**config.mk**
```make
export PLATFORM = sky130hd
export DESIGN_NAME = serial_alu
export DESIGN_NICKNAME = d
export VERILOG_FILES = /design/src/rtl/serial_alu.sv
export SDC_FILE = /design/constraint.sdc
export NUM_CORES = 1
export LEC_CHECK = 0
export ABC_AREA = 1
export CAP_MARGIN = 30
export CORE_MARGIN = 3
export CORE_UTILIZATION = 57
export CTS_CLUSTER_DIAMETER = 150
export DETAILED_ROUTE_END_ITERATION = 6
export DONT_BUFFER_PORTS = 1
export GPL_TIMING_DRIVEN = 0
export PLACE_DENSITY = 0.76
export SYNTH_ARGS = -nofsm -noshare
export SYNTH_HDL_FRONTEND = slang
export SYNTH_SLANG_ARGS = --single-unit
```
**constraint.sdc**
```tcl
create_clock -name clk -period 2.3 [get_ports clk]
set_input_delay 0.46 -clock clk [delete_from_list [all_inputs] [get_ports clk]]
set_output_delay 0.46 -clock clk [all_outputs]
set_load 0.1 [all_outputs]
```
**src/rtl/serial_alu.sv**
```systemverilog
// Bit-serial ALU: evaluates a WIDTH-bit operation one bit per clock, LSB first,
// using a single add/logic slice with a registered carry, and returns result + NZCV.
module serial_alu #(
  parameter int WIDTH = 64
) (
  input  logic             clk,
  input  logic             reset_n,
  input  logic             in_valid,
  output logic             in_ready,
  input  logic [2:0]       cntrl,
  input  logic [WIDTH-1:0] A,
  input  logic [WIDTH-1:0] B,
  output logic             out_valid,
  input  logic             out_ready,
  output logic [WIDTH-1:0] result,
  output logic             negative,
  output logic             zero,
  output logic             carry_out,
  output logic             overflow
);

  // state | meaning
  // IDLE  | waiting for a request, in_ready=1
  // RUN   | processing bit cnt_q of the latched operands
  // DONE  | result and flags presented until out_ready
  typedef enum logic [1:0] {IDLE, RUN, DONE} state_t;

  localparam int CW = $clog2(WIDTH);
  localparam logic [CW-1:0] LAST = CW'(WIDTH - 1);

  state_t           state_q, state_d;
  logic [WIDTH-1:0] a_q, b_q, res_q;
  logic [2:0]       op_q;
  logic [CW-1:0]    cnt_q;
  logic             carry_q, c_q, v_q;

  logic a_bit, b_bit, b_inv, sub, arith, sum, carry_nx, res_bit, last;

  assign a_bit    = a_q[cnt_q];
  assign b_bit    = b_q[cnt_q];
  assign sub      = (op_q == 3'b011);
  assign arith    = (op_q[2:1] == 2'b01);
  assign b_inv    = b_bit ^ sub;
  assign sum      = a_bit ^ b_inv ^ carry_q;
  assign carry_nx = (a_bit & b_inv) | (a_bit & carry_q) | (b_inv & carry_q);
  assign last     = (cnt_q == LAST);

  always_comb begin
    res_bit = 1'b0;
    case (op_q)
      3'b000:  res_bit = b_bit;
      3'b010,
      3'b011:  res_bit = sum;
      3'b100:  res_bit = a_bit & b_bit;
      3'b101:  res_bit = a_bit | b_bit;
      3'b110:  res_bit = a_bit ^ b_bit;
      default: res_bit = 1'b0;
    endcase
  end

  always_ff @(posedge clk or negedge reset_n) begin
    if (!reset_n) state_q <= IDLE;
    else          state_q <= state_d;
  end

  always_comb begin
    state_d = state_q;
    case (state_q)
      IDLE:    if (in_valid)  state_d = RUN;
      RUN:     if (last)      state_d = DONE;
      DONE:    if (out_ready) state_d = IDLE;
      default: state_d = IDLE;
    endcase
  end

  assign in_ready  = (state_q == IDLE);
  assign out_valid = (state_q == DONE);

  always_ff @(posedge clk or negedge reset_n) begin
    if (!reset_n) begin
      a_q     <= '0;
      b_q     <= '0;
      op_q    <= '0;
      res_q   <= '0;
      cnt_q   <= '0;
      carry_q <= 1'b0;
      c_q     <= 1'b0;
      v_q     <= 1'b0;
    end else if (state_q == IDLE && in_valid) begin
      a_q     <= A;
      b_q     <= B;
      op_q    <= cntrl;
      res_q   <= '0;
      cnt_q   <= '0;
      carry_q <= (cntrl == 3'b011);
      c_q     <= 1'b0;
      v_q     <= 1'b0;
    end else if (state_q == RUN) begin
      // shift in from the MSB so the word is LSB-aligned after WIDTH bits
      res_q   <= {res_bit, res_q[WIDTH-1:1]};
      carry_q <= carry_nx;
      if (!last) begin
        cnt_q <= cnt_q + CW'(1);
      end else begin
        c_q <= arith & carry_nx;
        v_q <= arith & (carry_q ^ carry_nx);
      end
    end
  end

  // outputs are masked outside DONE so a partial word is never visible
  assign result    = out_valid ? res_q : '0;
  assign negative  = out_valid & res_q[WIDTH-1];
  assign zero      = ~out_valid | (res_q == '0);
  assign carry_out = out_valid & c_q;
  assign overflow  = out_valid & v_q;

endmodule

```
==> results of run 1 <==
-- cell type report --
type                            count  area share, %
Buffer                             73           5.06
Clock inverter                      4          0.161
Multi-Input combinational cell    815           34.2
Clock buffer                       35           5.55
Tap cell                          216           2.17
Sequential cell                   206           41.4
Timing Repair Buffer               59           7.45
Inverter                          128           3.98
-- state kept, by name (all words and copies together) (netlist names) --
signal   cells
a_q         64
b_q         64
c_q          1
carry_q      1
cnt_q        6
op_q         3
res_q       64
state_q      2
v_q          1
-- worst min-delay path by stage --
stage | start | endpoint | cells past startpoint
after floorplan | reset_n | a_q[0] | 0
after global placement | reset_n | res_q[15] | 0
after detailed placement | reset_n | res_q[16] | 0
after CTS | reset_n | res_q[16] | 0
after global routing | reset_n | res_q[19] | 0
final | reset_n | res_q[19] | 0
-- critical path, cell delays in order (launching register included) --
cell and delay [ps]:
dfrtp_1 420, nor2_4 580, inv_2 140, clkbuf_16 210, nor2_4 560, buf_12 260
-- cell usage in the layout (no fill, tap or decap), drive strengths merged, types with 3 or more instances in the layout --
cell | synthesis | layout
nand2 | 416 | 416
dfrtp | 206 | 206
nor2 | 145 | 145
inv | 128 | 127
buf | 41 | 96
o21ai | 88 | 88
o22ai | 73 | 73
clkbuf | 32 | 69
nand3 | 42 | 42
nand4 | 13 | 13
a21oi | 9 | 9
nor4 | 9 | 9
clkinv | 0 | 5
o211ai | 4 | 4
o221ai | 4 | 4
ha | 3 | 3
-- kinds of logic (layout without fill, tap and decap cells) --
logic type      Yosys count  after routing  share of synthesized area (%)
simple gates            627            627                           25.7
flops                   206            206                           53.4
buf+inv                 201            299                           9.24
compound gates          182            182                           10.9
fa+ha+maj                 4              4                          0.596
xor+xnor                  2              2                          0.182
-- stage by stage --
step	instance area (um^2)	total power, mW	hold slack (ps)	instances	worst slack [ps]
floorplan	10100	10.8	164	1222	-338
global placement	10300	12.2	173	1438	-962
detailed placement	10800	12.5	170	1470	-680
CTS	12300	16.9	-355	1531	-765
global route	12400	18.6	-363	1536	-893
finish	12400	17.4	-344	1536	-839
-- per-layer routing --
| metal | vias to the layer above | wire length (um) |
|---|---|---|
| met3 | 98 | 2760 |
| li1 | 4057 | - |
| met5 | - | 0 |
| met1 | 4253 | 11300 |
| met2 | 417 | 14200 |
| met4 | 0 | 1170 |
-- repair_timing --
item / 4_1_cts / 5_1_grt
endpoints found under the setup margin: 72 / 171
resized for setup: 144 / 35
gates cloned: 2 / 1
pin swaps: 24 / 12
hold endpoints to repair: 206 / 206
buffers inserted: 20 / 4
-- power groups by stage --
stage	clock [mW]	sequential, mW	combinational [mW]
2_1_floorplan	0	5.72	5.10
3_5_place_dp	0	5.91	6.62
5_1_grt	3.67	6.13	8.77
6_report	3.46	6.00	7.94
4_1_cts	3.47	5.92	7.48
3_3_place_gp	0	5.86	6.38
==> metrics.csv, run 1 <==
metric,value,unit
failing checks,"negative hold slack, negative setup slack",
synthesis-to-layout area growth,28.9,%
largest net degree at the start of global routing,207,
Avg Inst Size Synth,7.90,um^2
cells on worst reg2reg path,15,
first-pass GRT wire length,44.8,mm
Synth Warn #,0,
most common cell in the netlist,nand2_1,
"wirelength, routed",29.4,mm
area of the multi-input gates,4260,um^2
RSZ-0062 raised after global routing,true,
Clock Pin Slew Worst Setup and Hold Paths,60,ps
VDD IR max,0.000805,V
clock sinks,206,
worst setup margin,-839,ps
Clk pwr share,19.9,%
Hold WC Path Type,input port to async pin,
sequential element share of the synthesized area,53.4,%
Lkg Pwr,5.88,nW
kind of critical path,flip-flop to output pin,
Synth Register Bits,206,
slew margin rel.,51.1,%
"Core Util, Final",76.7,%
vias in the first global route,8499,
synth cell count leaders,"nand2_1 (415), dfrtp_1 (206), nor2_1 (141)",
initial antenna violation count,0,
ANT nets after route,0,
mapped cell area,9650,um^2
DR iter-0 viols,699,
logic gate share of total power,45.6,%
crit-path max FO,6,
gpl congestion,0.863,
CP Data Arrival Time,2680,ps
Fillers,1091,
gr usage total,30.8,%
switching pwr,7.13,mW
final hold slack,-344,ps
clk_lat worst skew,500,ps
number of remaining DRC errors,0,
Slew Limit Fails,0,
Vias,8825,
R2R Path End,res_q[63],
Clock Skews,15.9,ps
CTS max path bufs,3,
met2 Use GR,51.6,%
R2R setup slack,-410,ps
CTS tree,done,
Starting Density,59.5,%
power share of the sequential group,34.5,%
DRT Pass-1 Iters,5,
Vias per Instance,5.75,
Max-Cap Viols,0,
gr busiest metal,met2,
# rows,46,
GR Layer Usage met1,39.0,%
nets,1444,
n_diodes,0,
startpoint types,flip-flop,
Synthesized Nets,1361,
power density cells,1400,nW/um^2
cell taking the most area after synthesis,dfrtp_1,
Post-DP HPWL,18.4,mm
total grt overflow,0,
Synth Instances,1222,
Main synth FF type,dfrtp_1,
routed wire length per instance,19.2,um
register area,5160,um^2
Setup crit end kind,output pin,
Synth area leaders,"dfrtp_1 (53%), nand2_1 (16%), nor2_1 (5.5%), inv_1 (4.8%), o22ai_1 (4.7%)",
Final Hold Fails,206,
Internal,10.3,mW
CTS Root Cell,clkbuf_16,
layout cells sized above 1,21.1,%
"EDFF count, synth",0,
period utilisation layout,136,%
status,"finished, violations left",
full die area,18500,um^2
num ports,205,
Setup crit end,result[63],
Die Wd,136,um
setup TNS,-43950,ps
Final Critical Period,3140,ps
fmax,319,MHz
M3 GR Usage,7.62,%
Worst-Margin Slew,732,ps
area share of the leading cell type in the synthesized netlist,53.4,%
Critical path origin,state_q[0],
IO Port Bufs,0,
CTS buffer count,22,
die height,136,um
"Distinct cells, synth",32,
CORE AREA,16200,um^2
Crit path required time,1840,ps
Max H-tree Level,1,
# setup viols final,72,
Net Sw Frac,41.0,%
"FFs w/ async S/R, synth",100,%
startpoint of the worst register-to-register path,cnt_q[0],
(Power assumes the default switching activity.)
==> inputs of run 2 (changes only) <==
--- a/config.mk
+++ b/config.mk
@@ -7,7 +7,7 @@
 export LEC_CHECK = 0
 export ABC_AREA = 1
 export CAP_MARGIN = 30
-export CORE_MARGIN = 3
+export CORE_MARGIN = 2
 export CORE_UTILIZATION = 57
 export CTS_CLUSTER_DIAMETER = 150
 export DETAILED_ROUTE_END_ITERATION = 6
==> run 2 against run 1 <==
  * The run still ends with negative hold slack, negative setup slack left
  * Power decreased by 1.3%
  * Critical path type unchanged
  * Sequential power is 0.7% lower
  * Global-route usage grew 0.48 points
  * Wire length fell by 1.8%
==> metrics.csv, run 2 (synthesized netlist as in run 1, its figures left out) <==
metric,value,unit
CORE AREA,16600,um^2
number of remaining DRC errors,0,
Max-Cap Viols,0,
n_diodes,0,
Setup crit end kind,output pin,
setup TNS,-45650,ps
Crit path required time,1840,ps
num ports,205,
CP Data Arrival Time,2680,ps
Max H-tree Level,1,
crit-path max FO,6,
area of the multi-input gates,4190,um^2
full die area,18000,um^2
"wirelength, routed",28.9,mm
die height,134,um
VDD IR max,0.000832,V
Fillers,1181,
CTS Root Cell,clkbuf_16,
cells on worst reg2reg path,17,
clk_lat worst skew,500,ps
routed wire length per instance,18.8,um
DR iter-0 viols,740,
Starting Density,58.2,%
largest net degree at the start of global routing,207,
first-pass GRT wire length,44.3,mm
# rows,47,
register area,5160,um^2
DRT Pass-1 Iters,5,
clock sinks,206,
Tot Pwr,17.2,mW
failing checks,"negative hold slack, negative setup slack",
Clock Skews,10.2,ps
initial antenna violation count,1,
Hold WC Path Type,input port to async pin,
Slew Limit Fails,0,
Final Critical Period,3140,ps
final hold slack,-342,ps
total grt overflow,0,
vias in the first global route,8541,
"most common cell after layout, fill and taps aside",nand2_1,
IO Port Bufs,0,
Worst-Margin Slew,720,ps
RSZ-0062 raised after global routing,true,
startpoint of the worst register-to-register path,cnt_q[0],
Final Hold Fails,206,
fmax,318,MHz
# setup viols final,72,
period utilisation layout,137,%
status,"finished, violations left",
Vias per Instance,5.65,
gpl congestion,0.867,
power density cells,1390,nW/um^2
Vias,8703,
R2R Path End,res_q[63],
Die Wd,134,um
Regs by FF count,"a_q (64), b_q (64), res_q (64)",
DP Worst Slack,-617,ps
nets,1447,
most frequent cells in the layout,"nand2_1 (413), dfrtp_1 (205), inv_1 (98)",
slew margin rel.,51.9,%
worst setup margin,-840,ps
R2R setup slack,-390,ps
Clock Pin Slew Worst Setup and Hold Paths,60,ps
startpoint types,flip-flop,
Post-DP HPWL,17.8,mm
layout cells sized above 1,20.2,%
synthesis-to-layout area growth,28.0,%
gr usage total,31.3,%
CTS tree,done,
Lkg Pwr,5.86,nW
CTS buffer count,22,
kind of critical path,flip-flop to output pin,
CTS max path bufs,3,
ANT nets after route,0,
[run 2: changes by cell type in the layout (fill, tap and decap cells not counted), sizes merged]
cell and delta:
buf +6, bufbuf -1, bufinv +1, clkbuf -4
clkinv -4, inv +1
[run 2: area by class of cell]
| class | count | area share, % |
|---|---|---|
| buffer | 73 | 4.99 |
| clock buffer | 33 | 5.37 |
| inverter | 128 | 3.97 |
| multi-input combinational | 815 | 33.9 |
| tap | 220 | 2.23 |
| timing repair buffer | 62 | 7.55 |
| sequential | 206 | 41.7 |
| clock inverter | 2 | 0.283 |
[run 2: timing repair]
item,4_1_cts,5_1_grt
setup endpoints to repair,72,98
buffers inserted,17,10
pin swaps,18,12
gates resized for setup,132,27
gates cloned,1,2
endpoints found under the hold margin,206,206
[run 2: worst max-delay path, cell delays in order, from the launching register on]
cell and delay [ps]:
dfrtp_1 400, inv_2 70, nor2_4 550, inv_2 130, clkbuf_16 200, nor2_4 540
buf_12 260
[run 2: metrics by stage]
step	instances	util (%)	area [um^2]
finish	1539	74.5	12400
global route	1539	74.5	12400
CTS	1527	73.4	12200
detailed placement	1474	65.2	10800
global placement	1442	62.3	10300
floorplan	1222	-	10100
[run 2: layer usage]
| metal | global-route usage, % | vias up | routed length (um) |
|---|---|---|---|
| met4 | 12.0 | 2 | 1120 |
| li1 | - | 4058 | - |
| met3 | 6.76 | 81 | 2470 |
| met5 | 0 | - | 9 |
| met1 | 39.2 | 4132 | 11200 |
| met2 | 53.7 | 430 | 14100 |
[run 2: worst max-delay path by stage]
stage / startpoint / endpoint / slack, ps / cells after the start
finish: state_q[1] / result[63] / -840 / 6
CTS: state_q[0] / result[63] / -790 / 5
global route: state_q[1] / result[63] / -880 / 6
global placement: state_q[0] / b_q[61] / -830 / 6
detailed placement: cnt_q[1] / res_q[63] / -620 / 15
floorplan: state_q[1] / result[10] / -340 / 5
[run 2: report_power, final]
part | internal, mW | total [mW] | switching (mW)
sequential | 5.17 | 5.96 | 0.794
clock | 2.08 | 3.48 | 1.40
combinational | 2.93 | 7.73 | 4.79
==> inputs of run 3 (changes only) <==
--- a/config.mk
+++ b/config.mk
@@ -6,6 +6,7 @@
 export NUM_CORES = 1
 export LEC_CHECK = 0
 export ABC_AREA = 1
+export ABC_CLOCK_PERIOD_IN_PS = 2300
 export CAP_MARGIN = 30
 export CORE_MARGIN = 2
 export CORE_UTILIZATION = 57
==> results of run 3 <==
No change in the layout: final DEF, timing and power equal those of run 2.
